$ cat config.mk
export PLATFORM = sky130hd
export DESIGN_NAME = matrix_scan_ctrl_flat
export DESIGN_NICKNAME = d
export VERILOG_FILES = /design/src/rtl/matrix_scan_ctrl_pkg.sv /design/src/rtl/matrix_scan_ctrl_if.sv /design/src/rtl/matrix_scan_ctrl_tick_gen.sv /design/src/rtl/matrix_scan_ctrl.sv /design/src/flat_wrapper.sv
export SDC_FILE = /design/constraint.sdc
export NUM_CORES = 1
export LEC_CHECK = 0
export ABC_AREA = 1
export BUFFER_PORTS_ARGS = -buffer_cell sky130_fd_sc_hd__buf_2
export CORE_MARGIN = 2
export CORE_UTILIZATION = 35
export CTS_CLUSTER_DIAMETER = 100
export CTS_CLUSTER_SIZE = 40
export DETAILED_ROUTE_END_ITERATION = 8
export GPL_TIMING_DRIVEN = 0
export PLACE_DENSITY = 0.58
export SYNTH_ARGS = -nofsm -noshare
export SYNTH_HDL_FRONTEND = slang
export SYNTH_SLANG_ARGS = --single-unit
$ cat constraint.sdc
create_clock -name clk -period 4.4 [get_ports clk]
set_clock_uncertainty 0.15 [all_clocks]
set_input_delay 0.88 -clock clk [delete_from_list [all_inputs] [get_ports clk]]
set_output_delay 0.88 -clock clk [all_outputs]
set_load 0.02 [all_outputs]
$ cat src/rtl/matrix_scan_ctrl_pkg.sv
// Shared sizing helpers and types for the dot-matrix scan blocks.
// Pure declarations: no timing and no handshake of its own.
package matrix_scan_ctrl_pkg;

  localparam int DEF_ROWS = 7;
  localparam int DEF_COLS = 5;

  // Never returns 0, so single-entry counters still get a 1-bit register.
  function automatic int clog2(input int n);
    int r;
    r = 1;
    while ((1 << r) < n) r = r + 1;
    return r;
  endfunction

  // Prescaler view of the current column slot.
  typedef struct packed {
    logic tick;       // last cycle of the slot
    logic blank_nxt;  // next cycle falls inside the anti-ghost window
  } tick_t;

endpackage

$ cat src/rtl/matrix_scan_ctrl_if.sv
// Message side and pin side of the column scanner bundled as one port.
// Inputs are sampled every clock; the pin side is free-running with no backpressure.
interface matrix_scan_ctrl_if
  import matrix_scan_ctrl_pkg::*;
#(
  parameter int ROWS     = DEF_ROWS,
  parameter int COLS     = DEF_COLS,
  parameter int MSG_COLS = DEF_COLS
);
  localparam int SW = clog2(COLS);

  logic [ROWS*MSG_COLS-1:0] data_in;
  logic                     load;
  logic                     scroll_en;
  logic                     blank;
  logic [ROWS-1:0]          row_out;
  logic [COLS-1:0]          col_en;
  logic [SW-1:0]            col_sel;
  logic                     frame_done;

  modport master (
    output data_in, load, scroll_en, blank,
    input  row_out, col_en, col_sel, frame_done
  );

  modport slave (
    input  data_in, load, scroll_en, blank,
    output row_out, col_en, col_sel, frame_done
  );

endinterface

$ cat src/rtl/matrix_scan_ctrl_tick_gen.sv
// Column-slot prescaler: counts 0..DIV-1 and flags the slot end and the blank window.
// Outputs are combinational from the count register; no backpressure.
module scan_tick_gen
  import matrix_scan_ctrl_pkg::*;
#(
  parameter int DIV       = 50000,
  parameter int BLANK_CYC = 1
) (
  input  logic  clk,
  input  logic  reset_n,
  output tick_t tk
);
  localparam int            CW      = clog2(DIV);
  localparam logic [CW-1:0] CNT_MAX = CW'(DIV - 1);

  logic [CW-1:0] cnt_q;
  logic [CW-1:0] cnt_d;

  // blank_nxt looks one cycle ahead because the pin stage behind it is registered.
  always_comb begin
    tk.tick      = (cnt_q == CNT_MAX);
    cnt_d        = tk.tick ? '0 : cnt_q + 1'b1;
    tk.blank_nxt = (int'(cnt_d) < BLANK_CYC);
  end

  always_ff @(posedge clk or negedge reset_n) begin
    if (!reset_n) cnt_q <= '0;
    else          cnt_q <= cnt_d;
  end

endmodule

$ cat src/rtl/matrix_scan_ctrl.sv
// Time-multiplexed LED column scanner with double-buffered message, blanking and scroll.
// Pins follow the slot counter by one registered cycle; no backpressure, load is a strobe.
module matrix_scan_ctrl
  import matrix_scan_ctrl_pkg::*;
#(
  parameter int ROWS          = DEF_ROWS,
  parameter int COLS          = DEF_COLS,
  parameter int MSG_COLS      = DEF_COLS,
  parameter int DIV           = 50000,
  parameter int BLANK_CYC     = 1,
  parameter int SCROLL_FRAMES = 25,
  parameter int ACTIVE_LOW    = 0
) (
  input logic               clk,
  input logic               reset_n,
  matrix_scan_ctrl_if.slave bus
);
  localparam int SW = clog2(COLS);
  localparam int OW = clog2(MSG_COLS);
  localparam int FW = clog2(SCROLL_FRAMES);
  localparam int IW = OW + 1;

  localparam logic [SW-1:0] SEL_MAX = SW'(COLS - 1);
  localparam logic [OW-1:0] OFS_MAX = OW'(MSG_COLS - 1);
  localparam logic [FW-1:0] FRM_MAX = FW'(SCROLL_FRAMES - 1);
  localparam logic [IW-1:0] MSG_N   = IW'(MSG_COLS);

  typedef logic [MSG_COLS-1:0][ROWS-1:0] msg_t;

  tick_t tk;

  logic [SW-1:0]   sel_q, sel_d;
  logic [OW-1:0]   ofs_q, ofs_d;
  logic [FW-1:0]   frm_q, frm_d;
  msg_t            disp_q, disp_d;
  msg_t            pend_q, pend_d;
  logic            pend_vld_q, pend_vld_d;
  logic [ROWS-1:0] row_q, row_d;
  logic [COLS-1:0] col_q, col_d;
  logic            done_q;
  logic            boundary;
  logic [IW-1:0]   idx_sum;
  logic [OW-1:0]   idx;

  scan_tick_gen #(
    .DIV       (DIV),
    .BLANK_CYC (BLANK_CYC)
  ) u_tick (
    .clk     (clk),
    .reset_n (reset_n),
    .tk      (tk)
  );

  always_comb begin
    boundary   = tk.tick && (sel_q == SEL_MAX);
    sel_d      = sel_q;
    ofs_d      = ofs_q;
    frm_d      = frm_q;
    disp_d     = disp_q;
    pend_d     = pend_q;
    pend_vld_d = pend_vld_q;

    if (tk.tick) sel_d = boundary ? '0 : sel_q + 1'b1;

    // A pending message restarts the window and wins over a due scroll step.
    if (boundary && pend_vld_q) begin
      disp_d     = pend_q;
      ofs_d      = '0;
      frm_d      = '0;
      pend_vld_d = 1'b0;
    end else if (boundary && bus.scroll_en) begin
      if (frm_q == FRM_MAX) begin
        frm_d = '0;
        ofs_d = (ofs_q == OFS_MAX) ? '0 : ofs_q + 1'b1;
      end else begin
        frm_d = frm_q + 1'b1;
      end
    end

    // Evaluated after the apply so a load on the boundary waits for the next frame.
    if (bus.load) begin
      pend_d     = bus.data_in;
      pend_vld_d = 1'b1;
    end

    // Pin stage is fed from next-state values so it lines up with the new col_sel.
    idx_sum = {1'b0, ofs_d} + IW'(sel_d);
    if (idx_sum >= MSG_N) idx_sum = idx_sum - MSG_N;
    idx = idx_sum[OW-1:0];

    row_d = bus.blank ? '0 : disp_d[idx];
    col_d = '0;
    if (!bus.blank && !tk.blank_nxt) col_d[sel_d] = 1'b1;
  end

  always_ff @(posedge clk or negedge reset_n) begin
    if (!reset_n) begin
      sel_q      <= '0;
      ofs_q      <= '0;
      frm_q      <= '0;
      disp_q     <= '0;
      pend_q     <= '0;
      pend_vld_q <= 1'b0;
      row_q      <= '0;
      col_q      <= '0;
      done_q     <= 1'b0;
    end else begin
      sel_q      <= sel_d;
      ofs_q      <= ofs_d;
      frm_q      <= frm_d;
      disp_q     <= disp_d;
      pend_q     <= pend_d;
      pend_vld_q <= pend_vld_d;
      row_q      <= row_d;
      col_q      <= col_d;
      done_q     <= boundary;
    end
  end

  assign bus.row_out    = (ACTIVE_LOW != 0) ? ~row_q : row_q;
  assign bus.col_en     = (ACTIVE_LOW != 0) ? ~col_q : col_q;
  assign bus.col_sel    = sel_q;
  assign bus.frame_done = done_q;

endmodule
$ cat src/flat_wrapper.sv
// flat-port wrapper written by rule: the top's interface ports become plain ports
module matrix_scan_ctrl_flat import matrix_scan_ctrl_pkg::*;
#(
  parameter int ROWS          = DEF_ROWS,
  parameter int COLS          = DEF_COLS,
  parameter int MSG_COLS      = DEF_COLS,
  parameter int DIV           = 50000,
  parameter int BLANK_CYC     = 1,
  parameter int SCROLL_FRAMES = 25,
  parameter int ACTIVE_LOW    = 0
)
  (clk, reset_n, bus_data_in, bus_load, bus_scroll_en, bus_blank, bus_row_out, bus_col_en, bus_col_sel, bus_frame_done);
  matrix_scan_ctrl_if #(.ROWS(ROWS), .COLS(COLS), .MSG_COLS(MSG_COLS)) bus_i ();
  input logic clk;
  input logic reset_n;
  input wire logic [$bits(bus_i.data_in)-1:0] bus_data_in;
  input wire logic [$bits(bus_i.load)-1:0] bus_load;
  input wire logic [$bits(bus_i.scroll_en)-1:0] bus_scroll_en;
  input wire logic [$bits(bus_i.blank)-1:0] bus_blank;
  output wire logic [$bits(bus_i.row_out)-1:0] bus_row_out;
  output wire logic [$bits(bus_i.col_en)-1:0] bus_col_en;
  output wire logic [$bits(bus_i.col_sel)-1:0] bus_col_sel;
  output wire logic [$bits(bus_i.frame_done)-1:0] bus_frame_done;
  assign bus_i.data_in = bus_data_in;
  assign bus_i.load = bus_load;
  assign bus_i.scroll_en = bus_scroll_en;
  assign bus_i.blank = bus_blank;
  assign bus_row_out = bus_i.row_out;
  assign bus_col_en = bus_i.col_en;
  assign bus_col_sel = bus_i.col_sel;
  assign bus_frame_done = bus_i.frame_done;
  matrix_scan_ctrl #(.ROWS(ROWS), .COLS(COLS), .MSG_COLS(MSG_COLS), .DIV(DIV), .BLANK_CYC(BLANK_CYC), .SCROLL_FRAMES(SCROLL_FRAMES), .ACTIVE_LOW(ACTIVE_LOW)) u_core (.clk(clk), .reset_n(reset_n), .bus(bus_i));
endmodule
---- Yosys cells after proc, flatten, opt, wreduce, memory -nomap -nowiden ----
Index checks and enable logic that the tools add are counted.
Widths: inputs -> output; s select.
operators by class
  reduce and logical (&&, ||, !) cells .... 9
  $lt $le $gt $ge ......................... 5
  multiplexer cells ....................... 20
  equality and inequality tests ........... 4
  $add $sub $neg .......................... 6
operators with widths
  cell                   count
  $mux 35                1
  $bmux 7 s3             1
  $mux 3                 7
  $mux 5                 4
  $add 16x1->16 const B  1
  $eq 16x16->1 const B   1
  $lt 16x1->1 const B    1
  $mux 16                1
  $mux 7                 2
  $lt 3x4->1 const B     2
  $add 3x1->3 const B    2
  $eq 3x3->1 const B     2
  $add 5x1->5 const B    1
  $eq 5x5->1 const B     1
  $logic_and 1x1->1      5
  $add 3x3->4            1
  $ge 4x3->1 const B     1
  $reduce_bool 2->1      2
  $demux 1 s3            1
  $ge 3x1->1 const B     1
  $mux 1                 3
  $sub 3x3->3 const B    1
  $logic_not 1->1        2
word-level totals
  word-level logic and storage cells ...... 62
  output and inout port bits .............. 16
  register bits ........................... 111

---- Logic depth before layout (Yosys ltp) ----
  word-level depth ........................ 11
  mapped depth ............................ 28

---- By module ----
A second synthesis with hierarchy kept.
unflattened totals
  cell total of the unflattened synthesis .. 653
  area, all modules ....................... 5387.7 µm²
modules (own cells, without submodules)
  module            instances  sequential area each (µm²)  cells each  area an instance (µm²)
  matrix_scan_ctrl  1          2377.3                      503         4375.4
  scan_tick_gen     1          400.4                       150         1012.2

---- Worst setup path after synthesis ----
OpenSTA, ideal clock, no wires.
  path type ............................... register -> register
  from .................................... reg u_core.u_tick.cnt_q[0]
  to ...................................... reg u_core.row_q[0], in the netlist u_core.bus.row_out[0]
  library setup time ...................... 0.125 ns
  data arrival time ....................... 3.605 ns
  period minus slack after synthesis ...... 3.880 ns
  path slack .............................. 0.520 ns
  stages on the path, launching flop included .. 27
  path through ............................ dfrtp_1 > ha_1 > nand2_1 > nor2_2 > nand2_1 > nor2_4 > nand2_1 > nor2_1 > nand2_1 > a21oi_1 > nor2_1 > ha_1 > fa_1 > inv_1 > ha_1 > inv_1 > nand2_1 > nand3_1 > nand2_1 > nand2_1 > nand2_1 > nor2_1 > nand3_1 > nand2_1 > inv_1 > nand2_1 > a21oi_1
on the way
  longest elaborated chain between the ends .. 11
RTL lines
  item                                       RTL line                         source
  start, declared                            matrix_scan_ctrl_tick_gen.sv:16  logic [CW-1:0] cnt_q;
  start signal, assigned                     matrix_scan_ctrl_tick_gen.sv:28  else cnt_q <= cnt_d;
  $eq 16x16->1 *                             matrix_scan_ctrl_tick_gen.sv:21  tk.tick = (cnt_q == CNT_MAX);
  $logic_and 1x1->1 *                        matrix_scan_ctrl.sv:55           boundary = tk.tick && (sel_q == SEL_MAX);
  $logic_and 1x1->1                          matrix_scan_ctrl.sv:71           end else if (boundary && bus.scroll_en) begin
  $mux 3                                     matrix_scan_ctrl.sv:71
  $mux 3 *                                   matrix_scan_ctrl.sv:66           if (boundary && pend_vld_q) begin
  named net u_core.ofs_d[0]                  matrix_scan_ctrl.sv:33           logic [OW-1:0] ofs_q, ofs_d;
  $add 3x3->4 *                              matrix_scan_ctrl.sv:87           idx_sum = {1'b0, ofs_d} + IW'(sel_d);
  $ge 4x3->1 or $sub 3x3->3 (tied branches)  matrix_scan_ctrl.sv:88           if (idx_sum >= MSG_N) idx_sum = idx_sum - MSG_N;
  $mux 3 *                                   matrix_scan_ctrl.sv:88
  $bmux 7 s3 *                               matrix_scan_ctrl.sv:91           row_d = bus.blank ? '0 : disp_d[idx];
  $mux 7 (implied by the code) *             matrix_scan_ctrl.sv:91
  $mux 7 *                                   matrix_scan_ctrl.sv:91
  named net u_core.row_d[0]                  matrix_scan_ctrl.sv:38           logic [ROWS-1:0] row_q, row_d;
  end signal, assigned                       matrix_scan_ctrl.sv:114          row_q <= row_d;
  end, declared                              matrix_scan_ctrl.sv:38
The timed path passes the listed nets; every way through them passes the cells marked *. The select of a mux whose other input is x is not followed.
A chain may end at the register's enable or synchronous reset.

---- Final worst setup path ----
  from .................................... reg u_core.u_tick.cnt_q[0]
  to ...................................... reg u_core.row_q[3], in the netlist u_core.bus.row_out[3]
Same word-level chain as after synthesis.

==> results_dict.tcl <==
set metrics [dict create \
    outcome "finished, final reports clean" \
    syn_area_per_cell_um2 7.81 \
    drive_above_1_share_pct 13.7 \
    endpoint_kind "flop" \
    cts_buffers 9 \
    core_um2 15800 \
    grt_max_degree 82 \
    worst_slew_pin_slew_ps 570 \
    yosys.cell_types.count 32 \
    ys_warn_count 0 \
    min_period_ps 4100 \
    setup_tns_ps 0 \
    cp.required_ps 4520 \
    path_max_fanout 9 \
    grt_pass1_vias 4346 \
    place_area_um2 6170 \
    p_switching_uw 466 \
    fmax_ghz 0.244 \
    period_share_pct 93.2 \
    whs_ps 238 \
    yosys_most_used_dff "dfrtp_1" \
    p_int_mw 1.49 \
    start_util_pct 35.4 \
    final_nets 841 \
    critPathKind "reg2reg" \
    final_cell_mix "236 x nand2_1, 111 x dfrtp_1, 97 x inv_1, 58 x nand3_1, 58 x buf_2" \
    r2r_start "u_core.u_tick.cnt_q[0]$_DFF_PN0_" \
    cts_tree "done" \
    via_per_inst 4.51 \
    io_pins 56 \
    holdCritPathClass "in2async" \
    r2r_end "u_core.bus.row_out[3]$_DFF_PN0_" \
    post_drt_wl_per_cell_um 12.6 \
    rrSetupSlack_ps 300 \
    power_mw 1.95 \
    drc 0 \
    ir_worst_vdd_mv 0.183 \
    hold_violations 0 \
    area_growth_pct 17.4 \
    clk_pin_slew_ps 80 \
    synth_nets 768 \
    root_buffer "clkbuf_16" \
    clkPwrFrac_pct 41.1 \
    cap_violations 0 \
    startpoint_type "flop" \
    p_seq_share_pct 54.4 \
    fin_util_pct 41.6 \
    synth_edf_count 0 \
    die-area_um2 17000 \
    synth_top_cell_by_area "dfrtp_1" \
    syn-cell-area_um2 5590 \
    grt_overflow 0 \
    postLayoutCellArea_um2 6560 \
    htree_levels 3 \
    gp_congestion 0.784 \
    synthCells 715 \
    setup_viol 0 \
    vias 4551 \
    grt_pass1_wl_um 21000 \
    startpoint "u_core.u_tick.cnt_q[0]$_DFF_PN0_" \
    first_pass_iters 4 \
    reg2reg_depth 26 \
    worstPathArrival_ps 4220 \
    grtUsageTotal_pct 16.0 \
    slew_headroom_pct 62.0 \
    die_width_um 130 \
    final_common_cell "nand2_1" \
    ys_seq_area_share_pct 49.7 \
    power_density_nw_per_um2 298 \
    die_y_um 130 \
    combPwrFrac_pct 4.5 \
    clock-sinks 111 \
    yosys-top-cells-area "dfrtp_1 50%, nand2_1 16%, inv_1 6.5%" \
    wirelength_um 12800 \
    slew_viol_final 0 \
    dpl.hpwl_um 9450 \
    ys_seq_elements 111 \
    insertedDiodeCount 0 \
    portBuffers 55 \
    hold_buffers 0 \
    clockBufferDepth 2 \
    postRouteAntennaNets 0 \
    antenna_found_initial 0 \
    switching_share_pct 23.8 \
    async_flop_share_pct 100 \
    clkLatencyLatePin_ps 360 \
    synth_top_area_share_pct 49.7 \
    drt_iter0_drc 236 \
    p_leak_nw 3.60 \
    rows 46 \
]
## kinds of logic (layout without fill, tap and decap cells)
kind of cell	count (synthesis)	after routing	synth area share (%)
buffers and inverters	121	199	8.62
flip-flops	111	111	49.7
AND/OR/NAND/NOR	410	410	31.7
adder cells (fa/ha/maj)	13	13	3.05
AO/OA/AOI/OAI	54	54	5.94
XOR/XNOR	6	6	0.941
## per-layer routing
metal	track usage, %	vias to the layer above	wire length (µm)
li1	-	2398	-
met3	3.49	13	453
met2	27.1	65	6060
met1	20.8	2075	6070
met4	4.51	0	171
met5	0	-	0
## layout make-up
class,instances,area (µm²)
plain buffers,20,108
clock buffers,11,243
clock inverters,5,50.0
fillers,1644,9210
inverters,100,375
multi-input cells,483,2370
flip-flops and latches,111,2780
well taps,216,270
repair buffers,63,362
## power by group through the flow
stage | Combinational, mW | Sequential [mW] | Clock, mW
floorplan | 0.0358 | 1.08 | 0
global placement | 0.0865 | 1.08 | 0
detailed placement | 0.0911 | 1.08 | 0
CTS | 0.0916 | 1.06 | 0.832
global route | 0.104 | 1.07 | 0.873
finish | 0.0875 | 1.06 | 0.803
## Yosys cell counts, types with 4 or more instances
cell type,instances
nand2_1,240
nor2_1,53
clkbuf_1,12
buf_2,4
nand3_1,59
ha_1,12
a21oi_1,13
o21a_1,8
inv_1,97
o211ai_1,7
and2_1,14
nand4_1,32
o21ai_0,19
dfrtp_1,111
## stage by stage
step	cells	setup WS [ps]
2_1_floorplan	715	520
3_5_place_dp	987	-425
4_1_cts	1005	40.4
6_report	1009	301
3_3_place_gp	986	-450
5_1_grt	1009	-27.5
## sequential cells by signal (all words and copies together), names as in the netlist
name,cells
u_core.pend_q,35
u_core.bus.frame_done,1
u_core.u_tick.cnt_q,16
u_core.bus.col_sel,3
u_core.ofs_q,3
u_core.disp_q,35
u_core.bus.col_en,5
u_core.pend_vld_q,1
u_core.frm_q,5
u_core.bus.row_out,7
## worst max-delay path by stage
| stage | cells after the start | end |
|---|---|---|
| 2_1_floorplan | 26 | u_core.bus.row_out[0]$_DFF_PN0_ |
| 3_3_place_gp | 26 | u_core.bus.row_out[1]$_DFF_PN0_ |
| 3_5_place_dp | 26 | u_core.bus.row_out[1]$_DFF_PN0_ |
| 4_1_cts | 24 | u_core.bus.row_out[3]$_DFF_PN0_ |
| 5_1_grt | 27 | u_core.bus.row_out[3]$_DFF_PN0_ |
| 6_report | 26 | u_core.bus.row_out[3]$_DFF_PN0_ |
## repair_timing
action,4_1_cts,5_1_grt
gates resized for setup,4,17
buffers inserted,2,4
endpoints found under the setup margin,7,7
pin swaps,2,5
cloned,0,1
## critical path, stage by stage, from the launching register on
cell      delay [ps]
dfrtp_1          380
ha_2             210
nand2_1           80
nor2_2           110
nand2_1           90
nor2_4           130
nand2_2           70
nor2_4           160
nand3_1           80
a21oi_1          120
a21oi_1           50
nor2_1           170
ha_1             210
fa_1             450
inv_1            100
ha_1             190
nand2_1           80
nand3_2          100
nand2_2           90
nand2_1          110
nand2_4          110
nor2_4           200
buf_4            180
o211ai_1          90
nand2_1           70
nand2_1           50
a21oi_1          190
(Power assumes the default switching activity.)
